### src/rtl/instr_prefetch_pkg.sv
// Shared types and defaults for the instruction prefetch stage.
package instr_prefetch_pkg;

  localparam int          PF_ADDR_W   = 32;
  localparam int          PF_INSTR_W  = 32;
  localparam int          WORDSIZE    = 4;
  localparam logic [31:0] PF_RESET_PC = 32'h0000_0000;

  typedef enum logic [1:0] {
    IDLE = 2'd0,
    WAIT = 2'd1,
    DROP = 2'd2
  } fetch_state_e;

endpackage

### src/rtl/instr_prefetch_if.sv
// Memory read port, redirect input and instruction output stream of the prefetch stage.
interface instr_prefetch_if
  import instr_prefetch_pkg::*;
#(
  parameter int ADDR_W  = PF_ADDR_W,
  parameter int INSTR_W = PF_INSTR_W
);

  logic               mem_req;
  logic [ADDR_W-1:0]  mem_addr;
  logic               mem_gnt;
  logic               mem_rvalid;
  logic [INSTR_W-1:0] mem_rdata;

  logic               redirect_valid;
  logic [ADDR_W-1:0]  redirect_pc;

  logic               out_valid;
  logic               out_ready;
  logic [INSTR_W-1:0] out_instr;
  logic [ADDR_W-1:0]  out_pc;

  modport master (
    output mem_req, mem_addr, out_valid, out_instr, out_pc,
    input  mem_gnt, mem_rvalid, mem_rdata, redirect_valid, redirect_pc, out_ready
  );

  modport slave (
    input  mem_req, mem_addr, out_valid, out_instr, out_pc,
    output mem_gnt, mem_rvalid, mem_rdata, redirect_valid, redirect_pc, out_ready
  );

endinterface

### src/rtl/instr_prefetch_fetch_fifo.sv
// First-word-fall-through queue of {pc, instr} entries with synchronous flush.
module fetch_fifo #(
  parameter int W     = 64,
  parameter int DEPTH = 4
) (
  input  logic                       c,
  input  logic                       rst_n,
  input  logic                       push,
  input  logic [W-1:0]               din,
  input  logic                       pop,
  input  logic                       flush,
  output logic [$clog2(DEPTH):0]     count,
  output logic [$clog2(DEPTH):0]     count_nxt,
  output logic                       valid,
  output logic [W-1:0]               dout
);

  localparam int PW = $clog2(DEPTH);
  localparam int CW = PW + 1;

  logic [W-1:0]  mem [DEPTH];
  logic [PW-1:0] wr_ptr, rd_ptr;
  logic          pop_ok, push_ok;

  assign pop_ok  = pop && (count != '0);
  assign push_ok = push && ((count != CW'(DEPTH)) || pop_ok);

  always_comb begin
    count_nxt = count + CW'(push_ok) - CW'(pop_ok);
    if (flush) count_nxt = '0;
  end

  always_ff @(posedge c or negedge rst_n) begin
    if (!rst_n) begin
      wr_ptr <= '0;
      rd_ptr <= '0;
      count  <= '0;
      for (int i = 0; i < DEPTH; i++) mem[i] <= '0;
    end else if (flush) begin
      wr_ptr <= '0;
      rd_ptr <= '0;
      count  <= '0;
    end else begin
      if (push_ok) begin
        mem[wr_ptr] <= din;
        wr_ptr      <= wr_ptr + 1'b1;
      end
      if (pop_ok) rd_ptr <= rd_ptr + 1'b1;
      count <= count_nxt;
    end
  end

  assign valid = (count != '0);
  assign dout  = mem[rd_ptr];

endmodule

### src/rtl/instr_prefetch.sv
// Sequential (not-taken) instruction fetch with one outstanding read and redirect flush.
//  state | meaning
//  IDLE  | may request; mem_req while the queue has room
//  WAIT  | one read in flight, its word will be queued
//  DROP  | one read in flight from a flushed stream, its word is discarded
module instr_prefetch
  import instr_prefetch_pkg::*;
#(
  parameter int                ADDR_W   = PF_ADDR_W,
  parameter int                INSTR_W  = PF_INSTR_W,
  parameter int                DEPTH    = 4,
  parameter logic [ADDR_W-1:0] RESET_PC = ADDR_W'(PF_RESET_PC)
) (
  input  logic             c,
  input  logic             rst_n,
  instr_prefetch_if.master bus
);

  localparam int CW = $clog2(DEPTH) + 1;

  fetch_state_e              state;
  logic [ADDR_W-1:0]         fetch_pc, inflight_pc, redir_pc;
  logic                      mem_req_q, grant, push, pop, flush, room_nxt;
  logic                      out_valid;
  logic [CW-1:0]             count, count_nxt;
  logic [ADDR_W+INSTR_W-1:0] head;

  assign redir_pc = bus.redirect_pc & ~ADDR_W'(3);
  assign flush    = bus.redirect_valid;
  assign grant    = mem_req_q && bus.mem_gnt;
  assign push     = (state == WAIT) && bus.mem_rvalid && !flush;
  assign pop      = out_valid && bus.out_ready;
  assign room_nxt = (count_nxt < CW'(DEPTH));

  always_ff @(posedge c or negedge rst_n) begin
    if (!rst_n) begin
      state       <= IDLE;
      fetch_pc    <= RESET_PC;
      inflight_pc <= '0;
      mem_req_q   <= 1'b0;
    end else begin
      mem_req_q <= 1'b0;
      case (state)
        IDLE: begin
          if (grant) begin
            inflight_pc <= fetch_pc;
            fetch_pc    <= fetch_pc + ADDR_W'(WORDSIZE);
            state       <= flush ? DROP : WAIT;
          end else begin
            mem_req_q <= room_nxt;
          end
        end
        WAIT: begin
          if (bus.mem_rvalid) begin
            state     <= IDLE;
            mem_req_q <= room_nxt;
          end else if (flush) begin
            state <= DROP;
          end
        end
        DROP: begin
          if (bus.mem_rvalid) begin
            state     <= IDLE;
            mem_req_q <= room_nxt;
          end
        end
        default: state <= IDLE;
      endcase
      // a redirect always wins over the sequential increment
      if (flush) fetch_pc <= redir_pc;
    end
  end

  fetch_fifo #(
    .W     (ADDR_W + INSTR_W),
    .DEPTH (DEPTH)
  ) u_fifo (
    .c         (c),
    .rst_n     (rst_n),
    .push      (push),
    .din       ({inflight_pc, bus.mem_rdata}),
    .pop       (pop),
    .flush     (flush),
    .count     (count),
    .count_nxt (count_nxt),
    .valid     (out_valid),
    .dout      (head)
  );

  assign bus.mem_req   = mem_req_q;
  assign bus.mem_addr  = fetch_pc;
  assign bus.out_valid = out_valid;
  assign bus.out_pc    = head[ADDR_W+INSTR_W-1:INSTR_W];
  assign bus.out_instr = head[INSTR_W-1:0];

endmodule

### src/flat_wrapper.sv
// flat-port wrapper written by rule: the top's interface ports become plain ports
module instr_prefetch_flat import instr_prefetch_pkg::*;
#(
  parameter int                ADDR_W   = PF_ADDR_W,
  parameter int                INSTR_W  = PF_INSTR_W,
  parameter int                DEPTH    = 4,
  parameter logic [ADDR_W-1:0] RESET_PC = ADDR_W'(PF_RESET_PC)
)
  (c, rst_n, bus_mem_req, bus_mem_addr, bus_out_valid, bus_out_instr, bus_out_pc, bus_mem_gnt, bus_mem_rvalid, bus_mem_rdata, bus_redirect_valid, bus_redirect_pc, bus_out_ready);
  instr_prefetch_if #(.ADDR_W(ADDR_W), .INSTR_W(INSTR_W)) bus_i ();
  input  logic c;
  input  logic rst_n;
  output wire logic [$bits(bus_i.mem_req)-1:0] bus_mem_req;
  output wire logic [$bits(bus_i.mem_addr)-1:0] bus_mem_addr;
  output wire logic [$bits(bus_i.out_valid)-1:0] bus_out_valid;
  output wire logic [$bits(bus_i.out_instr)-1:0] bus_out_instr;
  output wire logic [$bits(bus_i.out_pc)-1:0] bus_out_pc;
  input wire logic [$bits(bus_i.mem_gnt)-1:0] bus_mem_gnt;
  input wire logic [$bits(bus_i.mem_rvalid)-1:0] bus_mem_rvalid;
  input wire logic [$bits(bus_i.mem_rdata)-1:0] bus_mem_rdata;
  input wire logic [$bits(bus_i.redirect_valid)-1:0] bus_redirect_valid;
  input wire logic [$bits(bus_i.redirect_pc)-1:0] bus_redirect_pc;
  input wire logic [$bits(bus_i.out_ready)-1:0] bus_out_ready;
  assign bus_mem_req = bus_i.mem_req;
  assign bus_mem_addr = bus_i.mem_addr;
  assign bus_out_valid = bus_i.out_valid;
  assign bus_out_instr = bus_i.out_instr;
  assign bus_out_pc = bus_i.out_pc;
  assign bus_i.mem_gnt = bus_mem_gnt;
  assign bus_i.mem_rvalid = bus_mem_rvalid;
  assign bus_i.mem_rdata = bus_mem_rdata;
  assign bus_i.redirect_valid = bus_redirect_valid;
  assign bus_i.redirect_pc = bus_redirect_pc;
  assign bus_i.out_ready = bus_out_ready;
  instr_prefetch #(.ADDR_W(ADDR_W), .INSTR_W(INSTR_W), .DEPTH(DEPTH), .RESET_PC(RESET_PC)) u_core (.c(c), .rst_n(rst_n), .bus(bus_i));
endmodule
### config.mk
export PLATFORM = sky130hd
export DESIGN_NAME = instr_prefetch_flat
export DESIGN_NICKNAME = d
export VERILOG_FILES = /design/src/rtl/instr_prefetch_pkg.sv /design/src/rtl/instr_prefetch_if.sv /design/src/rtl/instr_prefetch_fetch_fifo.sv /design/src/rtl/instr_prefetch.sv /design/src/flat_wrapper.sv
export SDC_FILE = /design/constraint.sdc
export NUM_CORES = 1
export LEC_CHECK = 0
export ABC_AREA = 1
export CELL_PAD_IN_SITES_DETAIL_PLACEMENT = 0
export CELL_PAD_IN_SITES_GLOBAL_PLACEMENT = 1
export CORE_UTILIZATION = 33
export DETAILED_ROUTE_END_ITERATION = 10
export PLACE_DENSITY_LB_ADDON = 0.05
export SLEW_MARGIN = 0
export SYNTH_ARGS = -nofsm -noshare
export SYNTH_HDL_FRONTEND = slang
export SYNTH_HIERARCHICAL = 1
export SYNTH_SLANG_ARGS = --single-unit
### constraint.sdc
create_clock -name c -period 3.3 [get_ports c]
set_input_delay 0.33 -clock c [delete_from_list [all_inputs] [get_ports c]]
set_output_delay 0.33 -clock c [all_outputs]
set_load 0.02 [all_outputs]
==> results of run 1 <==
==> per-stage QoR <==
step | std cells | worst slack, ns
global placement | 2698 | 0.338
CTS | 2775 | 0.0620
floorplan | 2044 | 0.779
finish | 2775 | 0.112
detailed placement | 2698 | 0.328
global route | 2775 | 0.00533
==> area by class of cell <==
class	count	share of cell area (%)
clock buffer	63	6.40
sequential	326	41.0
inverter	70	1.38
tap	615	3.87
timing repair buffer	207	11.1
clock inverter	13	0.842
multi-input combinational	1481	35.5
==> power by group through the flow <==
stage | clock (mW) | sequential [mW] | combinational (mW)
5_1_grt | 5.10 | 5.25 | 3.55
4_1_cts | 4.94 | 5.16 | 3.26
2_1_floorplan | 0 | 5.13 | 1.72
6_report | 4.81 | 5.16 | 3.20
3_3_place_gp | 0 | 5.23 | 3.22
3_5_place_dp | 0 | 5.22 | 3.24
==> state kept, by name, indices dropped and copies added (netlist names) <==
signal / cells
u_core/bus.mem_addr: 30
u_core/bus.mem_req: 1
u_core/u_fifo/mem: 256
u_core/inflight_pc: 30
u_core/u_fifo/count: 3
u_core/state: 2
u_core/u_fifo/wr_ptr: 2
u_core/u_fifo/rd_ptr: 2
==> how the worst max path moves through the flow <==
stage	from	to	slack, ns
global placement	bus_mem_rvalid	u_core/bus.mem_req	0.34
finish	u_core/u_fifo/rd_ptr[0]	bus_out_pc[30]	0.11
detailed placement	bus_mem_rvalid	u_core/bus.mem_req	0.33
global route	u_core/u_fifo/rd_ptr[0]	bus_out_pc[21]	0.005
floorplan	u_core/u_fifo/count[1]	u_core/bus.mem_req	0.78
CTS	u_core/u_fifo/rd_ptr[0]	bus_out_pc[30]	0.06
==> synth_stat cells, types with 2 or more instances <==
| master | number |
|---|---|
| o22ai_1 | 65 |
| inv_1 | 65 |
| buf_6 | 3 |
| buf_1 | 13 |
| o21bai_1 | 4 |
| nand2_2 | 5 |
| o211ai_1 | 2 |
| nand4_2 | 4 |
| nand3_1 | 45 |
| nor2_4 | 7 |
| inv_2 | 4 |
| xnor2_1 | 2 |
| nand2_4 | 3 |
| ha_1 | 11 |
| a21oi_1 | 5 |
| and2_1 | 2 |
| nor2_1 | 165 |
| buf_4 | 9 |
| dfrtp_1 | 326 |
| nand4_1 | 256 |
| nand2_1 | 689 |
| nor2_2 | 8 |
| o21ai_0 | 186 |
| xor2_1 | 7 |
| clkbuf_1 | 56 |
| buf_2 | 86 |
==> kinds of logic (layout without fill, tap and decap cells) <==
kind of cell / after synthesis / after routing / share of synthesized area, %
AOI/OAI and AO/OA: 265 / 265 / 8.89
xor gates and xnor gates: 9 / 9 / 0.487
adders and majority gates: 12 / 12 / 0.974
buffers and inverters: 237 / 353 / 6.51
DFF: 326 / 326 / 50.4
other: 1 / 10 / 0.0232
and+or+nand+nor: 1185 / 1185 / 32.7
==> critical path, stage by stage (launching register included) <==
cell and delay (ns):
dfrtp_4 0.67, inv_4 0.16, buf_4 0.38, o21ai_0 0.13, o22ai_1 0.26, clkdlybuf4s50_1 0.67
==> per-layer routing <==
metal / track usage [%] / wire, um / vias to the layer above
li1: - / - / 7060
met1: 30.9 / 25600 / 7178
met2: 35.8 / 25700 / 385
met3: 4.40 / 2940 / 94
met4: 6.41 / 1360 / 2
met5: 0 / 13 / -
==> timing repair <==
item / 4_1_cts / 5_1_grt
endpoints found under the hold margin: 65 / 0
buffers inserted: 0 / 0
hold buffers: 1 / 0
==> metrics.md, run 1 <==
| Metric | Value |
|---|---|
| Outcome | `complete, no violations` |
| 1st-pass router iterations | `5` |
| Global-route wire length before repair | `88000 um` |
| Layout cell share with drive strength beyond 1 | `7.13%` |
| Finished Cell Area | `0.0199 mm2` |
| Chip width | `224 um` |
| Clk slew on worst S/H paths | `0.06 ns` |
| Hold Path Class | `in2reg` |
| Setup TNS | `0 ns` |
| Final period utilization | `96.6%` |
| CTS Root Cell | `clkbuf_16` |
| DRC viols | `0` |
| Clk sinks | `326` |
| Register area share after synthesis | `50.4%` |
| Critical Path RT | `2.97 ns` |
| Clock power frac | `36.5%` |
| Sequential power share | `39.2%` |
| CP Class | `reg2out` |
| Slew Limit Fails | `0` |
| Commonest non-fill, non-tap cell in the layout | `nand2_1` |
| Layout area overhead | `23.0%` |
| Core Util, Final | `41.4%` |
| R2r startpoint | `u_core/u_fifo/count[1]` |
| Core area | `0.0480 mm2` |
| Startpoint Class | `register` |
| Avg Cell Area, Syn | `7.96 um2` |
| DR vias | `14700` |
| Final #Nets | `2210` |
| Final Wtd Congestion | `0.782` |
| Slew of the pin with the lowest slew margin | `1.06 ns` |
| Hold_sp | `bus_redirect_valid` |
| Internal | `8.83 mW` |
| Ys flop type | `dfrtp_1` |
| Area of the multi-input gates | `0.00706 mm2` |
| Post-route minimum period | `3.19 ns` |
| Power consumption | `13.2 mW` |
| # port buffers | `163` |
| Clock buffer depth | `3` |
| YS warnings | `6` |
| LEAKAGE | `9.88 nW` |
| Most frequent cells in the layout | `689 x nand2_1, 324 x dfrtp_1, 256 x nand4_1` |
| TritonCTS clock tree | `built` |
| Largest net degree at the start of global routing | `183` |
| Inserted Diodes | `0` |
| Post-DP HPWL | `30600 um` |
| Post-Route Skew | `0.0159 ns` |
| Hold Violations, Final | `0` |
| Detail Route Antenna Nets | `0` |
| Setup violators final | `0` |
| R2r setup slk | `0.43 ns` |
| Post-synth EDFFs | `0` |
| Placed Area | `0.0185 mm2` |
| Switching share of power | `33.0%` |
| Number of global-route vias before repair | `14700` |
| Hold Path Sink | `u_core/u_fifo/mem[147]` |
| Die height | `224 um` |
| Peak VDD IR | `285 uV` |
| Fillers | `4919` |
| IO Pins | `168` |
| Row count | `80` |
| Netlist cell types | `33` |
| Maximum Capacitance Violations | `0` |
| Synth top area share | `50.4%` |
| Post-synth ARST share | `100%` |
| Die area | `0.0500 mm2` |
| DRT Wirelength | `55600 um` |
| Max Fclk | `0.314 GHz` |
| CTS H-tree depth | `2` |
| Hold Path Cell Cnt | `4` |
| Crit-path max FO | `36` |
| Synth Instances | `2035` |
| Worst skew pair latency | `0.57 ns` |
| Net Switching | `4.35 mW` |
| Hold slack final | `0.262 ns` |
| Avg WL per Cell | `20.0 um` |
| WP data arrival | `2.86 ns` |
| Slew margin rel. | `29.0%` |
| Area contributors post-synth | `dfrtp_1 50%, nand2_1 16%, nand4_1 9.9%, o21ai_0 5.7%, nor2_1 3.8%` |
| RSZ-0062 raised after global routing | `false` |
| Reg2Reg Depth | `15` |
| FF+latch area | `0.00816 mm2` |
| Reg-to-reg endpoint | `u_core/bus.mem_req` |
| Syn Std Cell Area | `0.0162 mm2` |
| DRT iter0 DRCs | `1141` |
| Combinational cell fraction of total power | `24.3%` |
| Initial Utilization | `33.7%` |
| PD cells | `662 mW/mm2` |
| Post-synthesis register bit count | `326` |
| GRT Total Usage | `22.5%` |
| CTS Buf Count | `42` |
| Synth area leader | `dfrtp_1` |
| Gr ovfl total | `0` |
| Vias per inst | `5.30` |
| Post-CTS Resized | `0` |
| Critical Path Sink Type | `output port` |
| Antenna violations before repair | `1` |
(Power assumes the default switching activity.)
==> run 2, diff against run 1 <==
--- a/config.mk
+++ b/config.mk
@@ -8,7 +8,7 @@
 export ABC_AREA = 1
 export CELL_PAD_IN_SITES_DETAIL_PLACEMENT = 0
 export CELL_PAD_IN_SITES_GLOBAL_PLACEMENT = 1
-export CORE_UTILIZATION = 33
+export CORE_UTILIZATION = 43
 export DETAILED_ROUTE_END_ITERATION = 10
 export PLACE_DENSITY_LB_ADDON = 0.05
 export SLEW_MARGIN = 0
==> run 2 against run 1 <==
Compared with the run above:
- utilization increased by 11 points
- maximum frequency rose by 2.5%
- sequential power about the same
- non-clock buffer count shrank 5
- sequential share of layout area grew 0.84 points
- via count up 0.46%
- clock power decreased by 9.8%
- critical path depth is 1 lower
- clock skew decreased by 0.0032 ns
- cell count down 4.6%
- critical endpoint is now bus_out_pc[7]
- largest power group unchanged
==> metrics.md, run 2 (synthesized netlist as in run 1, its figures left out) <==
| Metric | Value |
|---|---|
| Outcome | `complete, no violations` |
| Critical Path Sink Type | `output port` |
| Final period utilization | `94.2%` |
| Maximum Capacitance Violations | `0` |
| CTS H-tree depth | `2` |
| Worst setup margin | `0.190 ns` |
| Clock buffer depth | `3` |
| Initial Utilization | `43.9%` |
| PD cells | `648 mW/mm2` |
| CP Class | `reg2out` |
| Detail Route Antenna Nets | `0` |
| Setup violators final | `0` |
| Post-route minimum period | `3.11 ns` |
| GRT Total Usage | `27.0%` |
| Largest Register | `u_core/u_fifo/mem` |
| Setup TNS | `0 ns` |
| Power consumption | `12.7 mW` |
| Max Fclk | `0.322 GHz` |
| Row count | `70` |
| Commonest non-fill, non-tap cell in the layout | `nand2_1` |
| Post-Route Skew | `0.0126 ns` |
| Final #Nets | `2202` |
| CTS Buf Count | `39` |
| Slew margin rel. | `32.7%` |
| Layout cell share with drive strength beyond 1 | `6.39%` |
| Met2 wire length | `23700 um` |
| DRT iter0 DRCs | `1107` |
| Vias per inst | `5.59` |
| Crit-path max FO | `21` |
| CTS Root Cell | `clkbuf_16` |
| Max reg flops | `256` |
| Avg WL per Cell | `19.3 um` |
| Die height | `196 um` |
| Peak VDD IR | `368 uV` |
| Final Wtd Congestion | `0.834` |
| Hold Path Cell Cnt | `3` |
| Area of the multi-input gates | `0.00706 mm2` |
| WP data arrival | `2.78 ns` |
| Pre-CTS WS | `0.480 ns` |
| DRT Wirelength | `51000 um` |
| Uppermost layer routed | `met4` |
| Worst skew pair latency | `0.52 ns` |
| Gr ovfl total | `0` |
| RSZ-0062 raised after global routing | `false` |
| Fillers | `3545` |
| DR vias | `14800` |
| Clk sinks | `326` |
| FF+latch area | `0.00816 mm2` |
| Startpoint Class | `register` |
| Post-DP HPWL | `28300 um` |
| Slew of the pin with the lowest slew margin | `1.01 ns` |
| Hold Path Class | `in2reg` |
| Most frequent cells in the layout | `689 x nand2_1, 324 x dfrtp_1, 256 x nand4_1` |
| Reg2Reg Depth | `15` |
| Core Util, Final | `52.9%` |
| 1st-pass router iterations | `6` |
| LEAKAGE | `9.76 nW` |
| Core area | `0.0369 mm2` |
| Critical Path RT | `2.97 ns` |
| Met3 wire length | `3180 um` |
| Global-route wire length before repair | `82500 um` |
| # port buffers | `163` |
| Hold Violations, Final | `0` |
| Inserted Diodes | `0` |
| DRT met1 WL | `23000 um` |
| Largest net degree at the start of global routing | `185` |
| Layout area overhead | `20.5%` |
| TritonCTS clock tree | `built` |
| Postcts setup bufs | `0` |
| DRC viols | `0` |
| Hold slack final | `0.386 ns` |
| Die area | `0.0384 mm2` |
| Slew Limit Fails | `0` |
| IO Pins | `168` |
| Clk slew on worst S/H paths | `0.06 ns` |
| Chip width | `196 um` |
| Number of global-route vias before repair | `14800` |
| Antenna violations before repair | `0` |
[run 2: changes by cell type in the layout (fill, tap and decap cells not counted), sizes merged]
cell / previous run / this run
clkbuf: 63 / 58
clkinv: 9 / 3
clkdlybuf4s50: 161 / 162
buf: 45 / 39
clkinvlp: 1 / 0
[run 2: what timing repair did]
item / 4_1_cts / 5_1_grt
endpoints found under the hold margin: 97 / 0
hold buffers: 1 / 0
gates resized for setup: 0 / 0
[run 2: stage by stage]
stage | instance area [um2] | std cells
final | 19500 | 2647
after global routing | 19500 | 2647
after CTS | 19500 | 2647
after detailed placement | 18200 | 2582
after global placement | 18200 | 2582
after floorplan | 16200 | 2044
[run 2: worst paths after layout]
| path | from | to | slack, ns |
|---|---|---|---|
| hold reg to reg | u_core/u_fifo/mem[189] | u_core/u_fifo/mem[189] | 0.47 |
| min in group asynchronous | rst_n | u_core/u_fifo/mem[218] | 0.47 |
| max in group asynchronous | rst_n | u_core/u_fifo/mem[110] | 1.88 |
| setup reg to reg | u_core/u_fifo/count[1] | u_core/bus.mem_req | 0.60 |
| setup / recovery | u_core/u_fifo/rd_ptr[1] | bus_out_pc[7] | 0.19 |
| hold / removal | bus_redirect_pc[14] | u_core/bus.mem_addr[14] | 0.39 |
[run 2: area by class of cell]
class                           count  share of cell area, %
Sequential cell                   326                   41.8
Tap cell                          504                   3.23
Clock inverter                      6                  0.686
Timing Repair Buffer              202                   10.8
Multi-Input combinational cell   1481                   36.2
Clock buffer                       58                   5.88
Inverter                           70                   1.39
[run 2: critical path, cell delays in order, from the launching register on]
cell             delay [ns]
dfrtp_2                0.71
buf_4                  0.36
o21ai_0                0.13
o22ai_1                0.32
clkdlybuf4s50_1        0.73
[run 2: layer usage]
layer | up-vias | GRT usage, %
li1 | 7020 | -
met1 | 7162 | 38.0
met2 | 524 | 43.1
met3 | 81 | 3.92
met4 | 0 | 8.04
met5 | - | 0
[run 2: power breakdown]
part | switching, mW | leakage [nW] | internal [mW]
clock network | 1.64 | 0.628 | 2.70
logic | 1.88 | 4.72 | 1.26
registers | 0.596 | 4.41 | 4.57
total | 4.12 | 9.76 | 8.53
==> run 3, diff against run 2 <==
--- a/config.mk
+++ b/config.mk
@@ -9,6 +9,7 @@
 export CELL_PAD_IN_SITES_DETAIL_PLACEMENT = 0
 export CELL_PAD_IN_SITES_GLOBAL_PLACEMENT = 1
 export CORE_UTILIZATION = 43
+export CTS_CLUSTER_DIAMETER = 200
 export DETAILED_ROUTE_END_ITERATION = 10
 export PLACE_DENSITY_LB_ADDON = 0.05
 export SLEW_MARGIN = 0
==> results of run 3 <==
The final DEF is identical to that of run 2; final timing and power are the same.
